### config.mk
export PLATFORM = sky130hd
export DESIGN_NAME = control_sincronizacion_rx
export DESIGN_NICKNAME = d
export VERILOG_FILES = /design/src/rtl/sincronizacion_defs.sv /design/src/rtl/contador_saturado.sv /design/src/rtl/control_sincronizacion_rx.sv
export SDC_FILE = /design/constraint.sdc
export NUM_CORES = 1
export LEC_CHECK = 0
export ABC_AREA = 1
export BUFFER_PORTS_ARGS = -buffer_cell sky130_fd_sc_hd__clkbuf_2
export CAP_MARGIN = 0
export CORE_ASPECT_RATIO = 0.8
export CORE_MARGIN = 8
export CORE_UTILIZATION = 52
export DETAILED_ROUTE_END_ITERATION = 10
export PLACE_DENSITY = 0.8
export SYNTH_ARGS = -nofsm -noshare
export SYNTH_HDL_FRONTEND = slang
export SYNTH_SLANG_ARGS = --single-unit
### constraint.sdc
create_clock -name clk_4f -period 1.8 [get_ports clk_4f]
set_input_delay 0.18 -clock clk_4f [delete_from_list [all_inputs] [get_ports clk_4f]]
set_output_delay 0.18 -clock clk_4f [all_outputs]
set_load 0.05 [all_outputs]
### src/rtl/sincronizacion_defs.sv
// Shared constants for the receive-side link controller: state encodings,
// training/idle characters and default sizing.
package sincronizacion_defs;

    localparam logic [2:0] DESCONECTADO  = 3'd0;
    localparam logic [2:0] ESPERA        = 3'd1;
    localparam logic [2:0] ENTRENAMIENTO = 3'd2;
    localparam logic [2:0] ENLACE        = 3'd3;
    localparam logic [2:0] ERROR_REC     = 3'd4;

    localparam logic [7:0] COM_CHAR = 8'hBC;
    localparam logic [7:0] IDL_CHAR = 8'h7C;

    localparam int unsigned N_TRAIN_DEF = 4;
    localparam int unsigned TIMEOUT_DEF = 16;
    localparam int unsigned ERR_W_DEF   = 4;

    // Counter widths sized for the legal ranges N_TRAIN<=15 and TIMEOUT<=255.
    localparam int unsigned COM_CNT_W = 4;
    localparam int unsigned TMO_CNT_W = 8;

endpackage

### src/rtl/contador_saturado.sv
// Up-counter with synchronous clear and saturation at all-ones.
// Clear has priority over increment; reset has priority over both.
module contador_saturado #(
    parameter int unsigned WIDTH = 4
) (
    input  logic             clk,
    input  logic             reset,
    input  logic             clr,
    input  logic             inc,
    output logic [WIDTH-1:0] cuenta
);

    logic [WIDTH-1:0] cuenta_q;
    logic [WIDTH-1:0] cuenta_d;

    always_comb begin
        cuenta_d = cuenta_q;
        if (clr) begin
            cuenta_d = '0;
        end else if (inc && !(&cuenta_q)) begin
            cuenta_d = cuenta_q + WIDTH'(1);
        end
    end

    always_ff @(posedge clk) begin
        if (reset) begin
            cuenta_q <= '0;
        end else begin
            cuenta_q <= cuenta_d;
        end
    end

    assign cuenta = cuenta_q;

endmodule

### src/rtl/control_sincronizacion_rx.sv
// Receive link controller after the deserializer: trains on COM characters,
// declares link up, forwards payload bytes and requests realignment on loss.
module control_sincronizacion_rx
    import sincronizacion_defs::*;
#(
    parameter int unsigned N_TRAIN = N_TRAIN_DEF,
    parameter int unsigned TIMEOUT = TIMEOUT_DEF,
    parameter logic [7:0]  COM     = COM_CHAR,
    parameter logic [7:0]  IDL     = IDL_CHAR,
    parameter int unsigned ERR_W   = ERR_W_DEF
) (
    input  logic             clk_4f,
    input  logic             reset,
    input  logic [7:0]       data_in,
    input  logic             active_in,
    output logic [7:0]       data_out,
    output logic             valid_out,
    output logic             link_up,
    output logic             resync,
    output logic [ERR_W-1:0] err_count,
    output logic [2:0]       estado
);

    logic [2:0]           estado_q, estado_d;
    logic [7:0]           data_q;
    logic                 valid_q, link_q, resync_q;
    logic [COM_CNT_W-1:0] com_cnt;
    logic [TMO_CNT_W-1:0] tmo_cnt;

    logic es_com, es_idl, entrada, entrenando, carga;
    logic com_clr, com_inc, tmo_clr, tmo_inc, err_inc;

    assign es_com     = (data_in == COM);
    assign es_idl     = (data_in == IDL);
    assign entrada    = (estado_q == ESPERA) && active_in;
    assign entrenando = (estado_q == ENTRENAMIENTO);

    always_comb begin
        estado_d = estado_q;
        case (estado_q)
            DESCONECTADO: estado_d = ESPERA;
            ESPERA: begin
                if (active_in) estado_d = ENTRENAMIENTO;
            end
            ENTRENAMIENTO: begin
                // Lock loss beats success, success beats timeout.
                if (!active_in) begin
                    estado_d = ESPERA;
                end else if (es_com && (com_cnt == COM_CNT_W'(N_TRAIN - 1))) begin
                    estado_d = ENLACE;
                end else if (tmo_cnt == TMO_CNT_W'(TIMEOUT - 1)) begin
                    estado_d = ERROR_REC;
                end
            end
            ENLACE: begin
                if (!active_in) estado_d = ERROR_REC;
            end
            ERROR_REC: estado_d = ESPERA;
            default:   estado_d = DESCONECTADO;
        endcase
    end

    // Training counters are cleared on entry so stale values never leak in.
    assign com_clr = entrada || (entrenando && !es_com);
    assign com_inc = entrenando && es_com;
    assign tmo_clr = entrada;
    assign tmo_inc = entrenando;
    // err_count steps with entry into ERROR_REC so it is visible alongside resync.
    assign err_inc = (estado_d == ERROR_REC);

    contador_saturado #(
        .WIDTH (COM_CNT_W)
    ) u_cnt_com (
        .clk    (clk_4f),
        .reset  (reset),
        .clr    (com_clr),
        .inc    (com_inc),
        .cuenta (com_cnt)
    );

    contador_saturado #(
        .WIDTH (TMO_CNT_W)
    ) u_cnt_tmo (
        .clk    (clk_4f),
        .reset  (reset),
        .clr    (tmo_clr),
        .inc    (tmo_inc),
        .cuenta (tmo_cnt)
    );

    contador_saturado #(
        .WIDTH (ERR_W)
    ) u_cnt_err (
        .clk    (clk_4f),
        .reset  (reset),
        .clr    (1'b0),
        .inc    (err_inc),
        .cuenta (err_count)
    );

    assign carga = (estado_q == ENLACE) && active_in && !es_com && !es_idl;

    always_ff @(posedge clk_4f) begin
        if (reset) begin
            estado_q <= DESCONECTADO;
            data_q   <= 8'h00;
            valid_q  <= 1'b0;
            link_q   <= 1'b0;
            resync_q <= 1'b0;
        end else begin
            estado_q <= estado_d;
            valid_q  <= carga;
            link_q   <= (estado_d == ENLACE);
            resync_q <= (estado_d == ERROR_REC);
            if (carga) data_q <= data_in;
        end
    end

    assign estado    = estado_q;
    assign data_out  = data_q;
    assign valid_out = valid_q;
    assign link_up   = link_q;
    assign resync    = resync_q;

endmodule

==> flow_summary.json, run 1 <==
{
  "crit_required_ns": 2.01,
  "design_area_um2": 1630,
  "track_usage_pct": 12.5,
  "rsz0062_at_grt": "no",
  "maxSlewViolCount": 0,
  "worst_pin_slew_ns": 0.284,
  "route.detailed.drc": 0,
  "synth_edf_count": 0,
  "post_drt_wl_per_cell_um": 10.5,
  "gp_congestion": 0.858,
  "worstSetupPathType": "register to register",
  "drv_cap": 0,
  "arrival_ns": 1.68,
  "r2r_start": "u_cnt_tmo.cuenta[0]$_SDFFE_PP0P_",
  "vias": 1277,
  "cts-resized-gates": 0,
  "min_period_ns": 1.47,
  "post-cts-setup-buffers": 0,
  "grt_pass1_wl_um": 4570,
  "grt_pass1_vias": 1064,
  "globalRouteOverflowTotal": 0,
  "r2r_end": "u_cnt_err.cuenta[1]$_SDFFE_PP0P_",
  "synth_top_area_share_pct": 42.5,
  "die_h_um": 62.6,
  "io_pins": 29,
  "synthCells": 196,
  "syn_avg_cell_area_um2": 7.21,
  "reg2reg_slack_ns": 0.33,
  "min-delay-start": "reset",
  "cts_max_level": 2,
  "first_iter_violations": 62,
  "crit_path_start_kind": "register",
  "setup_slack_ns": 0.333,
  "skew_ns": 0.00286,
  "cts_hold_buf": 0,
  "hold_viol": 0,
  "synth_top_flop_cell": "dfxtp_1",
  "setup_viol": 0,
  "cts_root_buf": "clkbuf_4",
  "grt_max_degree": 18,
  "max_freq_ghz": 0.682,
  "antenna_left": 0,
  "clk_latency_ns": 0.31,
  "yosys_register_bits": 30,
  "syn-num-nets": 210,
  "synth_cell_types": 25,
  "status": "finished, final reports clean",
  "die_x_um": 74.3,
  "yosys_warnings": 0,
  "end_kind": "register",
  "hold_ws_ns": 0.129,
  "tritoncts": "built",
  "die_area_um2": 4650,
  "relSlewSlack_pct": 81.0,
  "power.total_mw": 1.18,
  "cts_max_path_buffers": 2,
  "antenna_found_initial": 0,
  "totalWireLength_um": 2770,
  "num_rows": 17,
  "syn-cell-area_um2": 1410,
  "fin_nets": 242,
  "cts_buffers": 5,
  "p_per_area_nw_per_um2": 724,
  "area_growth_syn_to_layout_pct": 15.6,
  "critPathMaxFanout": 7,
  "first_pass_iters": 4,
  "place_ws_ns": 0.348,
  "placed_area_um2": 1580,
  "portBuffers": 28,
  "start_util_pct": 52.7,
  "vias_per_cell": 4.82,
  "async_reset_ff_share_pct": 0,
  "synth_area_leaders": "dfxtp_1 43%, a21oi_1 8.9%, nand2_1 8.8%, inv_1 7.7%, o21ai_0 4.6%",
  "ys_seq_area_share_pct": 42.5,
  "dp_hpwl_um": 2200,
  "period_share_pct": 81.5,
  "whs_path_depth": 2,
  "yosysTopAreaCell": "dfxtp_1",
  "clock-sinks": 30,
  "coreArea_um2": 2680,
  "worstHoldPathType": "input pin to register",
  "antenna_cells": 0,
  "max-vdd-ir-drop_uv": 472,
  "rr_worst_depth": 8,
  "setup_tns_ns": 0,
  "leakage_nw": 0.702,
  "drive_above_1_share_pct": 22.0,
  "clk_pin_slew_ns": 0.08,
  "holdPathEnd": "resync$_SDFF_PP0_"
}
-- synthesized netlist by cell type (3+ instances only) --
master   instances
a21oi_1         25
dfxtp_1         30
ha_1             3
inv_1           29
nand2_1         33
nand2_2          3
nand3_1         12
nand3_2          3
nor2_1          16
nor2_2           5
nor3_1           6
o21ai_0         13
o21ai_1          3
-- worst max-delay path: stages, from the launching register on --
cell	delay [ns]
dfxtp_1	0.38
ha_1	0.22
nand3_1	0.14
o21ai_1	0.18
nand3_2	0.11
nand2_2	0.13
nand2_1	0.09
nand2_1	0.06
a21oi_1	0.06
-- final cells by class --
cell class,instances,area [um2]
Fill cell,265,1050
Multi-Input combinational cell,132,676
Sequential cell,30,601
Timing Repair Buffer,28,140
Inverter,31,118
Clock buffer,6,51.3
Tap cell,38,47.5
-- stage by stage --
step           cells  utilization (%)
5_1_grt          265             60.9
3_5_place_dp     259             59.0
3_3_place_gp     259             59.0
4_1_cts          265             60.9
6_report         265             60.9
2_1_floorplan    196                -
-- layer usage --
layer	vias up	global-route usage, %	part of all wire, %
li1	699	-	-
met1	538	16.7	52
met4	0	4.39	1.2
met3	4	7.05	7.9
met5	-	0	0
met2	36	16.0	39
-- kinds of logic (layout without fill, tap and decap cells) --
family          count (synthesis)  after routing  share of synthesized area (%)
simple gates                   85             85                           29.0
buf+inv                        34             65                           9.65
compound gates                 42             42                           15.0
xor+xnor                        2              2                           1.24
fa+ha+maj                       3              3                           2.66
flops                          30             30                           42.5
-- power breakdown --
part | internal, mW | leakage (nW) | switching (mW) | total (mW)
Combinational | 0.0338 | 0.430 | 0.0870 | 0.121
Clock | 0.176 | 0.0302 | 0.203 | 0.378
Sequential | 0.673 | 0.242 | 0.00992 | 0.683
Total | 0.883 | 0.702 | 0.300 | 1.18
-- how the worst max path moves through the flow --
stage	from	end	cells after the start	slack, ns
finish	u_cnt_tmo.cuenta[0]$_SDFFE_PP0P_	u_cnt_err.cuenta[1]$_SDFFE_PP0P_	8	0.33
global route	u_cnt_tmo.cuenta[0]$_SDFFE_PP0P_	u_cnt_err.cuenta[3]$_SDFFE_PP0P_	8	0.14
CTS	u_cnt_com.cuenta[0]$_SDFFE_PP0P_	u_cnt_err.cuenta[1]$_SDFFE_PP0P_	9	0.33
detailed placement	u_cnt_tmo.cuenta[0]$_SDFFE_PP0P_	u_cnt_err.cuenta[1]$_SDFFE_PP0P_	8	0.35
global placement	estado[1]$_SDFF_PP0_	data_out[4]$_SDFFE_PP0P_	5	0.39
floorplan	estado[1]$_SDFF_PP0_	data_out[7]$_SDFFE_PP0P_	6	0.23
-- sequential cells by signal, summed over array words and instances, names as in the netlist --
signal,cells
data_out,8
estado,3
link_up,1
resync,1
u_cnt_com.cuenta,4
u_cnt_err.cuenta,4
u_cnt_tmo.cuenta,8
valid_out,1
-- cell usage in the layout, fill, tap and decap left out, drive strengths merged --
cell type / n
a21oi: 25
and3: 1
clkbuf: 34
clkinv: 1
dfxtp: 30
ha: 3
inv: 30
nand2: 37
nand3: 15
nand4: 2
nor2: 21
nor3: 6
nor3b: 1
o21ai: 16
o22ai: 1
or2: 1
or3: 1
xor2: 2
No activity file was read; power rests on OpenSTA's default activity.
==> run 2, diff against run 1 <==
Clock period 1.8 ns to 1.4 ns, I/O delays scaled along.
==> flow_summary.json, run 2 (synthesis results as in run 1) <==
{
  "end_kind": "register",
  "power.total_mw": 1.51,
  "crit_path_start_kind": "register",
  "grt_max_degree": 18,
  "max_freq_ghz": 0.746,
  "drv_cap": 0,
  "layout_commonest_cell": "nand2_1",
  "cts_max_level": 2,
  "vias": 1345,
  "antenna_left": 0,
  "combPwrFrac_pct": 11.1,
  "setup_viol": 0,
  "skew_ns": 0.00259,
  "setup_tns_ns": 0,
  "cts_buffers": 5,
  "cp.buffers_inverters": 1,
  "dp_hpwl_um": 2250,
  "totalWireLength_um": 3120,
  "rr_worst_depth": 8,
  "antenna_cells": 0,
  "status": "finished, final reports clean",
  "dp_cells": 263,
  "die_x_um": 74.3,
  "p_sw_uw": 408,
  "critPathMaxFanout": 7,
  "critPathSlowestCell": "dfxtp_4",
  "period_share_pct": 95.8,
  "clock_power_share_pct": 30.6,
  "globalRouteOverflowTotal": 0,
  "whs_path_depth": 2,
  "drive_above_1_share_pct": 32.3,
  "grt_pass1_vias": 1149,
  "vias_per_cell": 4.93,
  "start_util_pct": 52.7,
  "grt_pass1_wl_um": 5000,
  "max_stage_delay_ns": 0.38,
  "most-common-layout-cells": "33 x nand2_1, 28 x clkbuf_2, 26 x inv_1",
  "rsz0062_at_grt": "yes",
  "p_per_area_nw_per_um2": 855,
  "cts_hold_buf": 0,
  "die_area_um2": 4650,
  "arrival_ns": 1.59,
  "relSlewSlack_pct": 79.6,
  "critical-path-top-delay-family": "simple AND/OR/NAND/NOR gates",
  "p_sw_share_pct": 27.0,
  "fillCellCount": 251,
  "die_h_um": 62.6,
  "area_growth_syn_to_layout_pct": 24.9,
  "antenna_found_initial": 0,
  "tritoncts": "built",
  "worstSetupPathType": "register to register",
  "clk_pin_slew_ns": 0.09,
  "cts_max_path_buffers": 2,
  "post_drt_wl_per_cell_um": 11.4,
  "clk_latency_ns": 0.32,
  "fin_nets": 249,
  "worst_pin_slew_ns": 0.305,
  "track_usage_pct": 13.4,
  "cp_num_cells": 8,
  "route.detailed.drc": 0,
  "first_iter_violations": 86,
  "coreArea_um2": 2680,
  "leakage_nw": 0.736,
  "placed_area_um2": 1620,
  "worstPathCellList": "ha_4 -> nand3_1 -> nor2_2 -> nand2_2 -> nand2_4 -> inv_2 -> and3_1 -> nor3_1",
  "min_period_ns": 1.34,
  "num_rows": 17,
  "crit_required_ns": 1.65,
  "p_int_mw": 1.10,
  "portBuffers": 28,
  "design_area_um2": 1760,
  "first_pass_iters": 4,
  "io_pins": 29,
  "clock-sinks": 30,
  "cts_root_buf": "clkbuf_4",
  "max-vdd-ir-drop_uv": 581,
  "hold_viol": 0,
  "instances_no_fill": 273,
  "maxSlewViolCount": 0,
  "worstHoldPathType": "input pin to register",
  "p_seq_share_pct": 58.3,
  "gp_congestion": 0.839
}
run 2: worst register-to-register path, cell delays in order (launching register included):
cell and delay, ns:
dfxtp_4 0.38, ha_4 0.15, nand3_1 0.09, nor2_2 0.15, nand2_2 0.07, nand2_4 0.10
inv_2 0.07, and3_1 0.14, nor3_1 0.11
run 2: per-layer routing:
layer | vias to the layer above | GRT usage [%] | wire length, um
li1 | 719 | - | -
met4 | 0 | 7.32 | 45
met2 | 32 | 18.4 | 1350
met3 | 7 | 5.29 | 207
met5 | - | 0 | 0
met1 | 587 | 17.3 | 1510
run 2: area by class of cell:
type | instances | area (um2) | area share [%]
clock buffer | 7 | 45.0 | 2.55
inverter | 31 | 118 | 6.67
multi-input combinational | 133 | 754 | 42.8
sequential | 30 | 614 | 34.8
tap | 38 | 47.5 | 2.70
timing repair buffer | 34 | 185 | 10.5
run 2: power groups by stage:
stage | Sequential, mW | Clock, mW | Combinational (mW)
global placement | 0.899 | 0 | 0.156
finish | 0.880 | 0.462 | 0.167
floorplan | 0.939 | 0 | 0.0728
CTS | 0.880 | 0.477 | 0.160
global route | 0.882 | 0.518 | 0.183
detailed placement | 0.899 | 0 | 0.158
run 2: what timing repair did:
item | CTS | global route
pin swaps | 1 | 7
setup buffers | 0 | 2
gates cloned | 0 | 1
endpoints found under the setup margin | 11 | 20
resized for setup | 5 | 22
run 2: stage by stage:
| step | utilization, % | setup slack (ns) | hold WS, ns |
|---|---|---|---|
| floorplan | - | 0.0542 | 0.313 |
| global placement | 60.4 | -0.00992 | 0.424 |
| detailed placement | 60.4 | -0.0381 | 0.423 |
| CTS | 62.8 | 0.0126 | 0.0720 |
| global route | 65.8 | -0.0345 | 0.101 |
| finish | 65.8 | 0.0589 | 0.0989 |
run 2: worst paths after layout:
path                                         start                               end  slack [ns]
setup / recovery  u_cnt_tmo.cuenta[0]$_SDFFE_PP0P_  u_cnt_tmo.cuenta[2]$_SDFFE_PP0P_        0.06
hold / removal                               reset  u_cnt_err.cuenta[1]$_SDFFE_PP0P_         0.1
setup reg to reg  u_cnt_tmo.cuenta[0]$_SDFFE_PP0P_  u_cnt_tmo.cuenta[2]$_SDFFE_PP0P_        0.06
hold reg to reg           data_out[0]$_SDFFE_PP0P_          data_out[0]$_SDFFE_PP0P_        0.45
==> run 3, diff against run 2 <==
Settings changed: CORE_ASPECT_RATIO 0.8 to 1.75.
==> flow_summary.json, run 3 (synthesis results as in run 1) <==
{
  "status": "finished, final reports clean",
  "num_rows": 25,
  "critPathSlowestCell": "dfxtp_2",
  "worstSetupPathType": "register to register",
  "antenna_left": 0,
  "critPathMaxFanout": 7,
  "antenna_found_initial": 0,
  "cts_root_buf": "clkbuf_8",
  "hold_ws_ns": 0.154,
  "fin_nets": 245,
  "final_util_pct": 65.6,
  "clock-sinks": 30,
  "die_h_um": 85.0,
  "power.total_mw": 1.68,
  "grt_max_degree": 18,
  "cts_hold_buf": 0,
  "leakage_nw": 0.731,
  "grt_pass1_vias": 1219,
  "drv_cap": 0,
  "cts_buffers": 5,
  "io_pins": 29,
  "die_area_um2": 4710,
  "setup_viol": 0,
  "grt_pass1_wl_um": 5010,
  "rsz0062_at_grt": "yes",
  "crit_required_ns": 1.56,
  "antenna_cells": 0,
  "vias": 1372,
  "track_usage_pct": 12.8,
  "coreArea_um2": 2660,
  "first_pass_iters": 4,
  "hold_viol": 0,
  "worstHoldPathType": "input pin to register",
  "gp_congestion": 0.791,
  "max_stage_delay_ns": 0.36,
  "maxSlewViolCount": 0,
  "period_share_pct": 94.9,
  "cts_max_level": 2,
  "fillCellCount": 245,
  "placed_area_um2": 1590,
  "dr_wl_met3_um": 188,
  "end_kind": "register",
  "worst_pin_slew_ns": 0.293,
  "drt-met1-wl_um": 1110,
  "clk_pin_slew_ns": 0.06,
  "relSlewSlack_pct": 80.3,
  "vias_per_cell": 5.32,
  "drive_above_1_share_pct": 30.3,
  "start_util_pct": 53.1,
  "most-common-layout-cells": "33 x nand2_1, 28 x clkbuf_2, 27 x inv_1",
  "die_x_um": 55.4,
  "dr_wl_met2_um": 1690,
  "crit_path_start_kind": "register",
  "min_period_ns": 1.33,
  "cts_max_path_buffers": 2,
  "clk_latency_ns": 0.28,
  "design_area_um2": 1740,
  "totalWireLength_um": 3050,
  "portBuffers": 28,
  "area_growth_syn_to_layout_pct": 23.5,
  "worstPathCellList": "ha_4 -> nand3_1 -> nor2_2 -> nand2_2 -> nand2_4 -> inv_2 -> a21oi_1 -> nor3_2",
  "cp.buffers_inverters": 1,
  "dp_hpwl_um": 2280,
  "max_freq_ghz": 0.753,
  "arrival_ns": 1.49,
  "tritoncts": "built",
  "post_drt_wl_per_cell_um": 11.8,
  "max-vdd-ir-drop_uv": 683,
  "globalRouteOverflowTotal": 0,
  "layout_commonest_cell": "nand2_1",
  "highest_layer": "met4",
  "critical-path-top-delay-family": "simple AND/OR/NAND/NOR gates",
  "route.detailed.drc": 0,
  "skew_ns": 0.00560,
  "p_per_area_nw_per_um2": 962,
  "first_iter_violations": 34
}
run 3: cell count changes in the layout (fill, tap and decap cells not counted), sizes merged:
cell and change:
nand3 -1, buf -3
run 3: final timing paths:
path | start | to | slack (ns) | depth (start not counted)
setup / recovery | u_cnt_tmo.cuenta[1]$_SDFFE_PP0P_ | u_cnt_tmo.cuenta[2]$_SDFFE_PP0P_ | 0.07 | 8
setup reg to reg | u_cnt_tmo.cuenta[1]$_SDFFE_PP0P_ | u_cnt_tmo.cuenta[2]$_SDFFE_PP0P_ | 0.07 | 8
hold reg to reg | data_out[4]$_SDFFE_PP0P_ | data_out[4]$_SDFFE_PP0P_ | 0.44 | 2
hold / removal | reset | estado[2]$_SDFF_PP0_ | 0.15 | 2
run 3: where the power goes:
| group | internal [mW] | switching (mW) | total, mW | leakage, nW |
|---|---|---|---|---|
| sequential | 0.869 | 0.0132 | 0.882 | 0.246 |
| clock | 0.341 | 0.293 | 0.634 | 0.0383 |
| combinational | 0.0460 | 0.117 | 0.163 | 0.447 |
| total | 1.26 | 0.422 | 1.68 | 0.731 |
run 3: per-layer routing:
layer	vias up	global-route usage [%]
li1	702	-
met3	6	5.68
met2	28	23.9
met1	636	10.7
met5	-	0
met4	0	7.43
run 3: timing repair:
| action | 4_1_cts | 5_1_grt |
|---|---|---|
| setup endpoints to repair | 9 | 16 |
| gates resized for setup | 4 | 17 |
| pin swaps | 1 | 5 |
| buffers inserted | 1 | 0 |
run 3: final cells by class:
type / instances / area (um2) / share of cell area (%)
Tap cell: 27 / 33.8 / 1.94
Inverter: 31 / 118 / 6.74
Clock buffer: 7 / 76.3 / 4.38
Multi-Input combinational cell: 132 / 743 / 42.6
Timing Repair Buffer: 31 / 163 / 9.33
Sequential cell: 30 / 611 / 35.0
run 3: stage by stage:
| stage | setup slack (ns) | std cells | setup TNS, ns |
|---|---|---|---|
| 2_1_floorplan | 0.0542 | 196 | 0 |
| 3_3_place_gp | 0.00719 | 250 | 0 |
| 3_5_place_dp | -0.0191 | 250 | -0.0457 |
| 4_1_cts | 0.00929 | 258 | 0 |
| 5_1_grt | -0.0196 | 258 | -0.0380 |
| 6_report | 0.0714 | 258 | 0 |
